**src/rtl/dmem_bus_responder.sv**
```systemverilog
// Memory-side responder for the data-memory request/response handshake, with fixed wait states.
// Optional load/store/error counters are enabled by defining DMEM_STATS_EN.
module dmem_bus_responder #(
   parameter int ADDR_W      = 16,
   parameter int DATA_W      = 16,
   parameter int DEPTH       = 256,
   parameter int WAIT_CYCLES = 2
) (
   input  logic              clk,
   input  logic              rst,
   input  logic              req_valid,
   input  logic              req_we,
   input  logic [ADDR_W-1:0] req_addr,
   input  logic [DATA_W-1:0] req_wdata,
   output logic              req_ready,
   output logic              rsp_valid,
   output logic [DATA_W-1:0] rsp_rdata,
   output logic              rsp_err,
   output logic [15:0]       stat_rd,
   output logic [15:0]       stat_wr,
   output logic [15:0]       stat_err
);

   localparam int IDX_W  = ADDR_W - 1;
   localparam int MEM_AW = (DEPTH > 1) ? $clog2(DEPTH) : 1;
   localparam logic [3:0]        WAIT_LAST = 4'((WAIT_CYCLES > 0) ? WAIT_CYCLES - 1 : 0);
   localparam logic [ADDR_W-1:0] DEPTH_L   = ADDR_W'(DEPTH);

   typedef enum logic [1:0] {S_IDLE, S_WAIT, S_RESP} state_e;

   state_e            state_q, state_d;
   logic [3:0]        cnt_q, cnt_d;
   logic              we_q, we_d;
   logic [ADDR_W-1:0] addr_q, addr_d;
   logic [DATA_W-1:0] wdata_q, wdata_d;
   logic [DATA_W-1:0] rdata_q, rdata_d;
   logic              err_q, err_d;

   logic [DATA_W-1:0] mem [DEPTH];

   logic              cur_we;
   logic [ADDR_W-1:0] cur_addr;
   logic [DATA_W-1:0] cur_wdata;
   logic [IDX_W-1:0]  idx;
   logic [MEM_AW-1:0] mem_idx;
   logic              addr_err;
   logic              enter_resp;
   logic              mem_we;

   // With zero wait states RESP is entered on the accept edge, so decode the live request there.
   assign cur_we    = (state_q == S_IDLE) ? req_we    : we_q;
   assign cur_addr  = (state_q == S_IDLE) ? req_addr  : addr_q;
   assign cur_wdata = (state_q == S_IDLE) ? req_wdata : wdata_q;
   assign idx       = cur_addr[ADDR_W-1:1];
   assign mem_idx   = idx[MEM_AW-1:0];
   assign addr_err  = cur_addr[0] | ({1'b0, idx} >= DEPTH_L);

   always_comb begin
      state_d    = state_q;
      cnt_d      = cnt_q;
      we_d       = we_q;
      addr_d     = addr_q;
      wdata_d    = wdata_q;
      rdata_d    = rdata_q;
      err_d      = err_q;
      enter_resp = 1'b0;
      case (state_q)
         S_IDLE: begin
            if (req_valid) begin
               we_d    = req_we;
               addr_d  = req_addr;
               wdata_d = req_wdata;
               cnt_d   = 4'd0;
               if (WAIT_CYCLES == 0) begin
                  state_d    = S_RESP;
                  enter_resp = 1'b1;
               end else begin
                  state_d = S_WAIT;
               end
            end
         end
         S_WAIT: begin
            if (cnt_q == WAIT_LAST) begin
               state_d    = S_RESP;
               enter_resp = 1'b1;
               cnt_d      = 4'd0;
            end else begin
               cnt_d = cnt_q + 4'd1;
            end
         end
         S_RESP:  state_d = S_IDLE;
         default: state_d = S_IDLE;
      endcase
      if (enter_resp) begin
         err_d   = addr_err;
         rdata_d = (cur_we || addr_err) ? '0 : mem[mem_idx];
      end
   end

   assign mem_we = enter_resp & cur_we & ~addr_err;

   always_ff @(posedge clk) begin
      if (rst) begin
         state_q <= S_IDLE;
         cnt_q   <= 4'd0;
         we_q    <= 1'b0;
         addr_q  <= '0;
         wdata_q <= '0;
         rdata_q <= '0;
         err_q   <= 1'b0;
      end else begin
         state_q <= state_d;
         cnt_q   <= cnt_d;
         we_q    <= we_d;
         addr_q  <= addr_d;
         wdata_q <= wdata_d;
         rdata_q <= rdata_d;
         err_q   <= err_d;
      end
   end

   // Storage is deliberately not reset; a reset edge still suppresses a pending store.
   always_ff @(posedge clk) begin
      if (!rst && mem_we) mem[mem_idx] <= cur_wdata;
   end

   assign req_ready = (state_q == S_IDLE);
   assign rsp_valid = (state_q == S_RESP);
   assign rsp_rdata = rdata_q;
   assign rsp_err   = err_q;

`ifdef DMEM_STATS_EN
   logic [15:0] stat_rd_q, stat_rd_d;
   logic [15:0] stat_wr_q, stat_wr_d;
   logic [15:0] stat_err_q, stat_err_d;

   always_comb begin
      stat_rd_d  = stat_rd_q;
      stat_wr_d  = stat_wr_q;
      stat_err_d = stat_err_q;
      if (state_q == S_RESP) begin
         if (err_q)     stat_err_d = (stat_err_q == 16'hFFFF) ? stat_err_q : stat_err_q + 16'd1;
         else if (we_q) stat_wr_d  = (stat_wr_q  == 16'hFFFF) ? stat_wr_q  : stat_wr_q  + 16'd1;
         else           stat_rd_d  = (stat_rd_q  == 16'hFFFF) ? stat_rd_q  : stat_rd_q  + 16'd1;
      end
   end

   always_ff @(posedge clk) begin
      if (rst) begin
         stat_rd_q  <= 16'd0;
         stat_wr_q  <= 16'd0;
         stat_err_q <= 16'd0;
      end else begin
         stat_rd_q  <= stat_rd_d;
         stat_wr_q  <= stat_wr_d;
         stat_err_q <= stat_err_d;
      end
   end

   assign stat_rd  = stat_rd_q;
   assign stat_wr  = stat_wr_q;
   assign stat_err = stat_err_q;
`else
   assign stat_rd  = 16'd0;
   assign stat_wr  = 16'd0;
   assign stat_err = 16'd0;
`endif

endmodule

```
**config.mk**
```make
export PLATFORM = sky130hd
export DESIGN_NAME = dmem_bus_responder
export DESIGN_NICKNAME = d
export VERILOG_FILES = /design/src/rtl/dmem_bus_responder.sv
export SDC_FILE = /design/constraint.sdc
export NUM_CORES = 2
export LEC_CHECK = 0
export ABC_CLOCK_PERIOD_IN_PS = 7700
export BUFFER_PORTS_ARGS = -buffer_cell sky130_fd_sc_hd__buf_2
export CORE_MARGIN = 5
export CORE_UTILIZATION = 50
export DETAILED_ROUTE_END_ITERATION = 10
export GPL_ROUTABILITY_DRIVEN = 0
export PLACE_DENSITY = 0.65
export SYNTH_ARGS = -nofsm -noshare
export SYNTH_HDL_FRONTEND = slang
export SYNTH_SLANG_ARGS = --single-unit
```
**constraint.sdc**
```tcl
create_clock -name clk -period 7.7 [get_ports clk]
set_input_delay 0.385 -clock clk [delete_from_list [all_inputs] [get_ports clk]]
set_output_delay 0.385 -clock clk [all_outputs]
set_load 0.01 [all_outputs]
```
Word level (Yosys, flattened, before mapping)
Memory sizes are Yosys's and may differ from the RTL's.
Index checks and enable logic that the tools add are counted.
{ "totals": {"ff_bits": 56, "mem_bits_rw": 4096, "in_bits": 36, "output_inout_bits": 67, "word_cells": 41, "n_memories": 1} }
{ "mem_list": {"columns": ["name", "depth", "width", "read_ports", "rd_ports_with_merged_regs", "write_ports", "line", "rtl"], "rows": [
  ["mem", 256, 16, 1, 0, 1, "39", "logic [DATA_W-1:0] mem [DEPTH];"]
]} }
{ "classes": {"n_addsub": 1, "n_lt_le_gt_ge": 1, "n_eq_ne": 5, "n_mux": 14, "n_bitwise": 4, "reduce_logical": 8} }
{ "op_table": {"columns": ["cell", "count"], "rows": [
  ["$mux W16", 3],
  ["$ge A15 B9 Y1 const B", 1],
  ["$mux W4", 2],
  ["$pmux W4 S2", 1],
  ["$reduce_and A2 Y1", 3],
  ["$mux W1", 5],
  ["$add A4 B1 Y4 const B", 1],
  ["$eq A4 B1 Y1 const B", 1],
  ["$mux W2", 2],
  ["$ne A2 B2 Y1 const B", 2],
  ["$pmux W2 S2", 1],
  ["$and A1 B1 Y1", 2],
  ["$eq A2 B1 Y1 const B", 1],
  ["$eq A2 B2 Y1 const B", 1],
  ["$logic_not A2 Y1", 1],
  ["$reduce_bool A2 Y1", 1],
  ["$logic_and A1 B1 Y1", 1],
  ["$logic_not A1 Y1", 1],
  ["$logic_or A1 B1 Y1", 1],
  ["$not A1 Y1", 1],
  ["$or A1 B1 Y1", 1]
]} }

Longest topological paths before layout
{ "logic_depth": {"ltp_word": 9, "mapped_depth": 14, "ltp_nobuf": 9} }

Worst setup path after synthesis
OpenSTA, ideal clock, no wires.
{ "synth_path": {"path_kind": "reg-to-reg", "from": "register state_q[1]", "to": "memory mem[0][10] (data pin)", "arrival_ns": 4.827, "path_slack_ns": 2.051, "stages_incl_launch_ff": 10, "path_buffers": 5, "synth_period_minus_slack_ns": 5.649, "cell_sequence": "dfxtp_1 or2_1 buf_6 clkinv_8 buf_6 buf_2 buf_1 buf_1 nand2_1 nand2_1"} }
{ "synth_between": {"elab_chain_len": 2} }
{ "synth_rtl": {"columns": ["element", "line", "rtl"], "rows": [
  ["start: declaration", "31", "state_e state_q, state_d;"],
  ["start signal: assignment", "112", "state_q <= state_d;"],
  ["$logic_not A2 Y1", null, null],
  ["via req_ready", "15", "output logic req_ready,"],
  ["$mux W16", "53", "assign cur_wdata = (state_q == S_IDLE) ? req_wdata : wdata_q;"],
  ["via cur_wdata[10]", "43", "logic [DATA_W-1:0] cur_wdata;"],
  ["end: declaration", "39", null]
]} }
The timed path passes the listed nets, and every way through them passes these cells.

Worst setup path after layout
{ "layout_path": {"from": "register state_q[0]", "to": "register rdata_q[14], in the netlist rsp_rdata[14]"} }
{ "layout_between": {"elab_chain_len": 6, "word_cells_on_any_way": 10} }
{ "layout_rtl": {"columns": ["element", "line", "rtl"], "rows": [
  ["branches (longest 6 deep; another with $mem_v2 Z256 W16)", null, null],
  ["end signal: assignment", "117", "rdata_q <= rdata_d;"],
  ["end: declaration", "36", "logic [DATA_W-1:0] rdata_q, rdata_d;"]
]} }
Several ways; the timed one is not identified.
A chain may end at the register's enable or synchronous reset.

==> flow_summary.yaml <==
cts:
  cts_resized: 0
  insertion_delay_ps: 930
  htreeDepth: 5
  cts_sinks: 4152
  clkTransAtPathRegs_ps: 70
  cts_buffers: 401
  clockBufferDepth: 4
  cts-root-buf: "clkbuf_16"
  cts_tree: "built"
placed_design:
  dp_hpwl_mm: 252
  dp.cells: 12700
  dp_slack_ps: 2070
  port_buffers: 54
global_route:
  antenna_found_initial: 18
  overflow: 0
  grt_start_max_net_pins: 225
  grt.total_usage_pct: 28.1
  grt_first_pass_wirelength_mm: 644
  grt_pass1_vias: 88000
die:
  start_util_pct: 50.3
  die-area_sq_mm: 0.313
  die_w_microns: 560
  die_y_microns: 560
  core_sq_mm: 0.300
  ios: 103
  row_count: 201
layout:
  fin_cells: 13500
  final_common_cell: "edfxtp_1"
  area_growth_syn_to_layout_pct: 12.9
  drive_gt1_share_pct: 12.5
  nets: 9196
  fillers: 22400
  most-common-layout-cells: "edfxtp_1 (4096), o22ai_1 (1936), o21ai_0 (866), buf_4 (430), clkbuf_16 (405)"
critical_path:
  startpoint: "state_q[0]"
  r2r_slack_ps: 2040
  critPathMaxFanout: 54
  r2r_cells: 10
  timing.rr.end: "rsp_rdata[14]"
  rr_startpoint: "state_q[0]"
  critPathLaunchType: "flop"
  critPathRequiredTime_ps: 8450
  cp.arrival_ps: 6410
  worstSetupEndpointType: "flop"
  critPathKind: "flop to flop"
  crit_path_end: "rsp_rdata[14]"
drt:
  wire_per_inst_microns: 33.8
  vias: 91400
  dr.pass1.iters: 6
  drcViolationCount: 0
  totalWireLength_mm: 454
  antenna_left: 0
  avgViaCountPerCell: 6.79
  drt_iter0_markers: 13900
synth:
  yosysUniqueCellTypes: 48
  synth_edf_count: 4096
  synth_async_sr_flop_share_pct: 0
  ys_warn_count: 0
  syn_inst: 8846
  syn_avg_cell_area_sq_um: 17.1
  syn_area_sq_mm: 0.151
  ys_seq_area_share_pct: 82.1
  synth_ff_type: "edfxtp_1"
  ys_ff_latch: 4152
timing:
  whs_ps: 39.6
  tns_ps: 0
  maxSlewHeadroom_pct: 0.496
  finalSetupViolCount: 0
  worst_slack_ps: 2040
  final_max_slew_viol_count: 0
  hold_viol: 0
  rsz0062_at_grt: "no"
  fin_crit_sh_pct: 73.5
  skew_ps: 61.9
  fin_crit_ps: 5660
  worst_slew_pin_slew_ps: 1490
  fmax_ghz: 0.177
power:
  power_density_mw_per_mm2: 285
  irDropWorstVdd_mv: 0.193
  leakagePower_nw: 51.5
job:
  cap_violations: 1
status:
  violations: "max-capacitance violations"
  status: "finished, violations left"
worst_hold_path:
  hp-class: "input pin to flop"
## critical path: stages (launching register included)
cell	delay, ps
dfxtp_1	420
or2_1	130
buf_4	310
clkinv_8	300
nand3_2	210
o21a_2	1060
a21oi_1	200
o41ai_1	920
a41oi_1	720
a2111oi_0	1050
o21ai_1	100
## report_power, final
part	switching (W)	internal [W]	total (W)	leakage (nW)
Sequential	0.0000150	0.0253	0.0253	37.5
Combinational	0.00317	0.000871	0.00404	7.75
Clock	0.00825	0.0110	0.0192	6.26
Total	0.0114	0.0372	0.0486	51.5
## worst min path at each step
| stage | startpoint | endpoint | slack [ps] | depth (start not counted) |
|---|---|---|---|---|
| final | req_valid | cnt_q[0] | 40 | 4 |
| after global routing | req_valid | cnt_q[0] | 90 | 4 |
| after CTS | rst | rsp_err | 6 | 2 |
| after detailed placement | wdata_q[0] | wdata_q[0] | 450 | 2 |
| after global placement | wdata_q[9] | wdata_q[9] | 440 | 2 |
| after floorplan | we_q | we_q | 440 | 2 |
## registers in the layout, summed over array words and instances, names as in the netlist
| signal | cells |
|---|---|
| rsp_err | 1 |
| we_q | 1 |
| state_q | 2 |
| cnt_q | 4 |
| wdata_q | 16 |
| addr_q | 16 |
| mem | 4096 |
| rsp_rdata | 16 |
## routing by layer
| metal | wire length, microns | share of wire [%] | GRT usage [%] | up-vias |
|---|---|---|---|---|
| met5 | 178 | 0.039 | 0 | - |
| met4 | 25700 | 5.6 | 14.0 | 16 |
| met3 | 57400 | 13 | 7.38 | 1072 |
| met2 | 209000 | 46 | 43.1 | 6363 |
| met1 | 162000 | 36 | 37.5 | 46500 |
| li1 | - | - | - | 37500 |
## what timing repair did
action | in CTS | in global routing
buffers inserted | 0 | 0
endpoints found under the hold margin | 45 | 0
hold buffers | 33 | 0
## kinds of logic (layout without fill, tap and decap cells)
kind of cell | after synthesis | in the layout | share of synthesized area (%)
compound gates | 3463 | 3463 | 14.1
fa+ha+maj | 2 | 2 | 0.0166
buf+inv | 706 | 1297 | 2.32
flops | 4152 | 4152 | 82.1
mux | 1 | 1 | 0.00663
other cells | 1 | 60 | 0.00248
simple gates | 521 | 521 | 1.43
## stage by stage
step	power, W	util [%]	instance area, sq um
global route	0.0498	56.8	171000
floorplan	0.0281	-	151000
detailed placement	0.0297	52.4	157000
finish	0.0486	56.8	171000
global placement	0.0296	52.4	157000
CTS	0.0486	56.8	171000
## cells in the mapped netlist, drive strengths merged, types with 7 or more instances
library cell | instances | area share, %
edfxtp | 4096 | 81
o22ai | 1936 | 8.0
o21ai | 987 | 3.3
buf | 496 | 1.8
nor2 | 271 | 0.67
a41oi | 243 | 1.4
clkbuf | 202 | 0.50
nand2 | 170 | 0.42
a22oi | 128 | 0.64
a21oi | 100 | 0.33
dfxtp | 56 | 0.74
nor4 | 47 | 0.19
o41ai | 31 | 0.18
o31ai | 20 | 0.13
nand3 | 10 | 0.036
o21a | 9 | 0.051
nand2b | 8 | 0.033
inv | 7 | 0.017
## area by class of cell
cell class / instances / area [sq um] / share of cell area, %
sequential: 4152 / 124000 / 72.7
multi-input combinational: 4035 / 24100 / 14.1
clock buffer: 492 / 10600 / 6.18
tap: 3958 / 4950 / 2.90
timing repair buffer: 560 / 4660 / 2.73
clock inverter: 237 / 2210 / 1.30
inverter: 8 / 42.5 / 0.0249
antenna: 12 / 30.0 / 0.0176
(Power assumes the default switching activity.)
